<file path="config.mk">
export PLATFORM = sky130hd
export DESIGN_NAME = gpo_shift_out_flat
export DESIGN_NICKNAME = d
export VERILOG_FILES = /design/src/rtl/gpo_shift_out_pkg.sv /design/src/rtl/gpo_shift_out_if.sv /design/src/rtl/gpo_shift_out_tick.sv /design/src/rtl/gpo_shift_out.sv /design/src/flat_wrapper.sv
export SDC_FILE = /design/constraint.sdc
export NUM_CORES = 1
export LEC_CHECK = 0
export BUFFER_PORTS_ARGS = -buffer_cell sky130_fd_sc_hd__buf_2
export CAP_MARGIN = 0
export CORE_MARGIN = 1
export CORE_UTILIZATION = 60
export CTS_BUF_LIST = sky130_fd_sc_hd__clkbuf_4 sky130_fd_sc_hd__clkbuf_8
export DETAILED_ROUTE_END_ITERATION = 8
export PLACE_DENSITY = 0.8
export SETUP_SLACK_MARGIN = 0.02
export SYNTH_ARGS = -nofsm -noshare
export SYNTH_HDL_FRONTEND = slang
export SYNTH_SLANG_ARGS = --single-unit
export TNS_END_PERCENT = 50
</file>
<file path="constraint.sdc">
create_clock -name clk -period 2.4 [get_ports clk]
set_input_delay 0 -clock clk [delete_from_list [all_inputs] [get_ports clk]]
set_output_delay 0 -clock clk [all_outputs]
set_load 0.005 [all_outputs]
</file>
<file path="src/rtl/gpo_shift_out_pkg.sv">
// gpo_pkg: shared FSM state type and divider width helper for serial pin drivers
package gpo_pkg;
  typedef enum logic [2:0] {IDLE, CLK_LO, CLK_HI, LATCH_HI, LATCH_LO} sr_state_t;
  function automatic int div_w(input int d);
    return (d > 1) ? $clog2(d) : 1;
  endfunction
endpackage

</file>
<file path="src/rtl/gpo_shift_out_if.sv">
// gpo_shift_out_if: parallel word in, 74HC595-style chain pins out
interface gpo_shift_out_if #(parameter int N = 32);
  logic [N-1:0] gpo_data;
  logic         sr_clk;
  logic         sr_data;
  logic         sr_latch;
  logic         sr_oe_n;
  logic         busy;
  modport master (output gpo_data, input sr_clk, sr_data, sr_latch, sr_oe_n, busy);
  modport slave  (input gpo_data, output sr_clk, sr_data, sr_latch, sr_oe_n, busy);
endinterface

</file>
<file path="src/rtl/gpo_shift_out_tick.sv">
// gpo_sr_tick: phase divider, ticks on the last of CLK_DIV cycles, restartable
module gpo_sr_tick
  import gpo_pkg::*;
#(
  parameter int CLK_DIV = 4
) (
  input  logic clk,
  input  logic rst,
  input  logic i_restart,
  output logic o_tick
);
  localparam int DIV_W = div_w(CLK_DIV);
  logic [DIV_W-1:0] r_cnt;
  assign o_tick = (r_cnt == DIV_W'(CLK_DIV - 1));
  always_ff @(posedge clk or posedge rst) begin
    if (rst) r_cnt <= '0;
    else     r_cnt <= (i_restart || o_tick) ? '0 : r_cnt + 1'b1;
  end
endmodule

</file>
<file path="src/rtl/gpo_shift_out.sv">
// gpo_shift_out: ships the output word MSB-first to an external shift-register chain
// whenever it differs from the last word shipped, then latches and enables the chain.
module gpo_shift_out
  import gpo_pkg::*;
#(
  parameter int N       = 32,
  parameter int CLK_DIV = 4
) (
  input  logic                clk,
  input  logic                rst,
  gpo_shift_out_if.slave      bus
);
  localparam int CNT_W = div_w(N);
  sr_state_t        r_state, w_nxt;
  logic [N-1:0]     r_shadow, w_shadow_nxt, r_shipped;
  logic [CNT_W-1:0] r_bit_cnt, w_bit_cnt_nxt;
  logic             r_init_pending, w_start, w_tick, w_restart;
  logic             r_sr_clk, r_sr_data, r_sr_latch, r_sr_oe_n, r_busy;

  assign w_restart = (w_nxt != r_state);

  gpo_sr_tick #(.CLK_DIV(CLK_DIV)) u_tick (
    .clk       (clk),
    .rst       (rst),
    .i_restart (w_restart),
    .o_tick    (w_tick)
  );

  always_comb begin
    w_start = (r_state == IDLE) && ((bus.gpo_data != r_shipped) || r_init_pending);
    w_nxt = r_state;
    w_shadow_nxt = r_shadow;
    w_bit_cnt_nxt = r_bit_cnt;
    case (r_state)
      IDLE: if (w_start) begin
        w_nxt = CLK_LO;
        w_shadow_nxt = bus.gpo_data;
        w_bit_cnt_nxt = CNT_W'(N - 1);
      end
      CLK_LO: if (w_tick) w_nxt = CLK_HI;
      CLK_HI: if (w_tick) begin
        if (r_bit_cnt == '0) w_nxt = LATCH_HI;
        else begin
          w_nxt = CLK_LO;
          w_shadow_nxt = r_shadow << 1;
          w_bit_cnt_nxt = r_bit_cnt - 1'b1;
        end
      end
      LATCH_HI: if (w_tick) w_nxt = LATCH_LO;
      LATCH_LO: if (w_tick) w_nxt = IDLE;
      default: w_nxt = IDLE;
    endcase
  end

  always_ff @(posedge clk or posedge rst) begin
    if (rst) r_state <= IDLE;
    else     r_state <= w_nxt;
  end

  // Pins are registered from the next state so they line up with r_state.
  always_ff @(posedge clk or posedge rst) begin
    if (rst) begin
      r_shadow       <= '0;
      r_shipped      <= '0;
      r_bit_cnt      <= '0;
      r_init_pending <= 1'b1;
      r_sr_clk       <= 1'b0;
      r_sr_data      <= 1'b0;
      r_sr_latch     <= 1'b0;
      r_sr_oe_n      <= 1'b1;
      r_busy         <= 1'b0;
    end else begin
      r_shadow   <= w_shadow_nxt;
      r_bit_cnt  <= w_bit_cnt_nxt;
      r_sr_clk   <= (w_nxt == CLK_HI);
      r_sr_data  <= ((w_nxt == CLK_LO) || (w_nxt == CLK_HI)) && w_shadow_nxt[N-1];
      r_sr_latch <= (w_nxt == LATCH_HI);
      r_busy     <= (w_nxt != IDLE);
      if (w_start) begin
        r_shipped      <= bus.gpo_data;
        r_init_pending <= 1'b0;
      end
      if ((r_state == LATCH_LO) && (w_nxt == IDLE)) r_sr_oe_n <= 1'b0;
    end
  end

  assign bus.sr_clk   = r_sr_clk;
  assign bus.sr_data  = r_sr_data;
  assign bus.sr_latch = r_sr_latch;
  assign bus.sr_oe_n  = r_sr_oe_n;
  assign bus.busy     = r_busy;
endmodule

</file>
<file path="src/flat_wrapper.sv">
// flat-port wrapper written by rule: the top's interface ports become plain ports
module gpo_shift_out_flat import gpo_pkg::*;
#(
  parameter int N       = 32,
  parameter int CLK_DIV = 4
)
  (clk, rst, bus_gpo_data, bus_sr_clk, bus_sr_data, bus_sr_latch, bus_sr_oe_n, bus_busy);
  gpo_shift_out_if #(.N(N)) bus_i ();
  input  logic clk;
  input  logic rst;
  input wire logic [$bits(bus_i.gpo_data)-1:0] bus_gpo_data;
  output wire logic [$bits(bus_i.sr_clk)-1:0] bus_sr_clk;
  output wire logic [$bits(bus_i.sr_data)-1:0] bus_sr_data;
  output wire logic [$bits(bus_i.sr_latch)-1:0] bus_sr_latch;
  output wire logic [$bits(bus_i.sr_oe_n)-1:0] bus_sr_oe_n;
  output wire logic [$bits(bus_i.busy)-1:0] bus_busy;
  assign bus_i.gpo_data = bus_gpo_data;
  assign bus_sr_clk = bus_i.sr_clk;
  assign bus_sr_data = bus_i.sr_data;
  assign bus_sr_latch = bus_i.sr_latch;
  assign bus_sr_oe_n = bus_i.sr_oe_n;
  assign bus_busy = bus_i.busy;
  gpo_shift_out #(.N(N), .CLK_DIV(CLK_DIV)) u_core (.clk(clk), .rst(rst), .bus(bus_i));
endmodule
</file>
==> reports/metrics.csv <==
metric;value;unit
clockPowerShare;40.8;%
drtAntennaViolNets;0;
share_comb_of_total_power;5.5;%
core_area;0.00721;mm^2
wl_met3;710;um
p_per_area;481;mW/mm^2
slew_violations;0;
worstRegToRegCells;6;
final_cell_mix;dfrtp_1, inv_1, a21oi_1, buf_2, nor3_1;
critical_path_class;flip-flop to flip-flop;
post-route-util;72.3;%
rsz0062_at_grt;true;
initial_core_util;61.9;%
endpoint_kind;flip-flop;
numPortBuffers;38;
pin_count;39;
fin_skew;10.3;ps
r2r_end;u_core.r_shadow[31]$_DFF_PP0_;
die_x;88.3;um
worstHoldStart;bus_gpo_data[2];
fp.dieH;88.3;um
clkTransAtPathRegs;80;ps
syn_nets;494;
die_area;0.00779;mm^2
synth_edf_count;0;
whs_endpoint;u_core.r_shadow[2]$_DFFE_PP0P_;
switchingPower;568;uW
power;2.51;mW
finalCritPeriodShare;96.5;%
clock_sinks;80;
max_clock_freq;0.432;GHz
grtUsageTotal;30.8;%
multi_input_area;0.00209;mm^2
drc;0;
p_int;1.94;mW
swShare;22.6;%
critPathMaxFanout;10;
start_kind;flip-flop;
grt_pass1_wl;18100;um
arrival;2540;ps
met2_length;5200;um
seqPwrFrac;53.7;%
drt_iter0_drc;276;
ys_types;53;
finalHoldViolCount;0;
grt_overflow_total;0;
outcome;completed;
max_cap_violations;0;
finalSetupViolations;0;
cts_max_level;3;
cts_tree;done;
antenna_found_initial;0;
regArea;0.00200;mm^2
worst_ep_required_time;2620;ps
cts-root-buf;clkbuf_8;
setup_slack;83.2;ps
ys_ff_latch;80;
ys.flop_type;dfrtp_1;
layout-drive-gt1-share;24.1;%
r2r_start;u_core.r_shipped[20]$_DFFE_PP0N_;
highest_layer;met4;
pre_cts_ws;154;ps
fill_cells;537;
n_antenna_cell;0;
ir_drop;372;uV
gp_congestion;0.846;
tightest_slew;672;ps
grt_pass1_vias;3639;
final_common_cell;dfrtp_1;
syn_to_final_growth;16.8;%
synthArstFlopShare;100;%
yosysWarnings;0;
post_drt_wl_per_cell;18.1;um
hold_path.class;input pin to flip-flop;
hold_path_depth;3;
vias;3868;
insertion_delay;360;ps
yosysSeqAreaShare;44.9;%
slew_headroom;55.1;%
tns;0;ps
nNetsFinal;547;
syn-mean-instance-area;9.77;um^2
fin_crit;2320;ps
vias_per_cell;6.30;
place_hpwl;7320;um
grt_max_degree;63;
postRouteWirelength;11100;um
synth_cells;457;
p_leak;2.31;nW
core.rowCount;31;
m1WireLength;4840;um
clockBufferDepth;2;
synth_area;0.00447;mm^2
firstDrtPassIters;5;
r2r_setup_slack;80;ps
fin_worst_hold_slack;18.1;ps
cts_buffers;9;
## registers in the layout, summed over array words and instances, names as in the netlist
| register | count |
|---|---|
| u_core.r_shadow | 32 |
| u_core.r_shipped | 32 |
| u_core.r_bit_cnt | 5 |
| u_core.r_state | 3 |
| u_core.u_tick.r_cnt | 2 |
| u_core.bus.busy | 1 |
| u_core.bus.sr_clk | 1 |
| u_core.bus.sr_data | 1 |
| u_core.bus.sr_latch | 1 |
| u_core.bus.sr_oe_n | 1 |
| u_core.r_init_pending | 1 |
## synth_stat cells (2+ instances only)
| master | count | area, um^2 |
|---|---|---|
| dfrtp_1 | 78 | 1950 |
| inv_1 | 48 | 180 |
| a21oi_1 | 38 | 190 |
| nor3_1 | 35 | 175 |
| nand2_1 | 27 | 101 |
| buf_2 | 23 | 115 |
| xnor2_1 | 19 | 166 |
| a31oi_1 | 18 | 113 |
| o221ai_1 | 18 | 158 |
| xor2_1 | 18 | 158 |
| a31o_2 | 15 | 131 |
| o31ai_1 | 14 | 105 |
| o211ai_1 | 12 | 90.1 |
| clkbuf_1 | 9 | 33.8 |
| o21ai_0 | 9 | 45.0 |
| o311ai_2 | 9 | 146 |
| nand4_1 | 6 | 37.5 |
| nor2_1 | 5 | 18.8 |
| nor4_2 | 4 | 50.1 |
| or3_1 | 4 | 25.0 |
| buf_6 | 3 | 33.8 |
| ha_1 | 3 | 37.5 |
| nand3_1 | 3 | 15.0 |
| o311ai_0 | 3 | 26.3 |
| a31o_1 | 2 | 17.5 |
| buf_1 | 2 | 7.51 |
| buf_4 | 2 | 15.0 |
| dfstp_2 | 2 | 52.6 |
| nor2b_1 | 2 | 12.5 |
| nor3b_1 | 2 | 15.0 |
| o311ai_1 | 2 | 17.5 |
## power groups by stage
stage / clock network [mW] / logic [mW] / registers (mW)
CTS: 1.03 / 0.138 / 1.35
global route: 1.10 / 0.150 / 1.35
floorplan: 0 / 0.0517 / 1.37
finish: 1.02 / 0.138 / 1.35
global placement: 0 / 0.117 / 1.37
detailed placement: 0 / 0.117 / 1.37
## routing by layer
metal  track usage, %  vias to the layer above
li1                 -                     1777
met1             43.5                     1899
met2             45.8                      162
met3             5.88                       30
met4             15.0                        0
met5                0                        -
## kinds of logic (layout without fill, tap and decap cells)
| kind of cell | after synthesis | count (layout) | share of synthesized area (%) |
|---|---|---|---|
| AOI/OAI and AO/OA | 148 | 148 | 25.1 |
| adders and majority gates | 3 | 3 | 0.840 |
| DFF | 80 | 80 | 44.9 |
| and+or+nand+nor | 101 | 101 | 13.1 |
| buffers and inverters | 88 | 146 | 8.80 |
| xor gates and xnor gates | 37 | 37 | 7.25 |
## worst max-delay path by stage
| stage | startpoint | end | slack [ps] | cells after the start |
|---|---|---|---|---|
| 4_1_cts | u_core.r_shipped[20]$_DFFE_PP0N_ | u_core.r_shadow[28]$_DFFE_PP0P_ | 130 | 5 |
| 2_1_floorplan | rst | u_core.bus.busy$_DFF_PP0_ | 350 | 1 |
| 3_5_place_dp | u_core.r_shipped[20]$_DFFE_PP0N_ | u_core.r_shadow[28]$_DFFE_PP0P_ | 150 | 5 |
| 3_3_place_gp | u_core.r_shipped[20]$_DFFE_PP0N_ | u_core.r_shadow[28]$_DFFE_PP0P_ | 130 | 5 |
| 5_1_grt | u_core.r_shipped[20]$_DFFE_PP0N_ | u_core.r_shadow[31]$_DFF_PP0_ | 4 | 6 |
| 6_report | u_core.r_shipped[20]$_DFFE_PP0N_ | u_core.r_shadow[31]$_DFF_PP0_ | 80 | 6 |
## worst max-delay path, cell delays in order (launching register included)
cell and delay [ps]:
dfrtp_1 400, xor2_1 160, nor4_2 530, nand4_4 290
o311ai_1 510, buf_4 200, o311ai_1 100
## cell type report
cell class | instances | area share (%)
Inverter | 48 | 3.48
Clock inverter | 5 | 1.06
Clock buffer | 11 | 2.90
Tap cell | 99 | 2.37
Timing Repair Buffer | 82 | 11.7
Multi-Input combinational cell | 289 | 40.1
Sequential cell | 80 | 38.4
## repair_timing
action,4_1_cts,5_1_grt
gates resized for setup,0,1
setup buffers,0,1
setup endpoints to repair,0,10
hold buffers,16,0
endpoints found under the hold margin,58,0
## stage by stage
stage,instance area (um^2),instances
6_report,5220,614
3_3_place_gp,4840,581
4_1_cts,5200,613
2_1_floorplan,4470,457
3_5_place_dp,4840,581
5_1_grt,5220,614
Note: power is estimated with default switching activity, not from simulation.
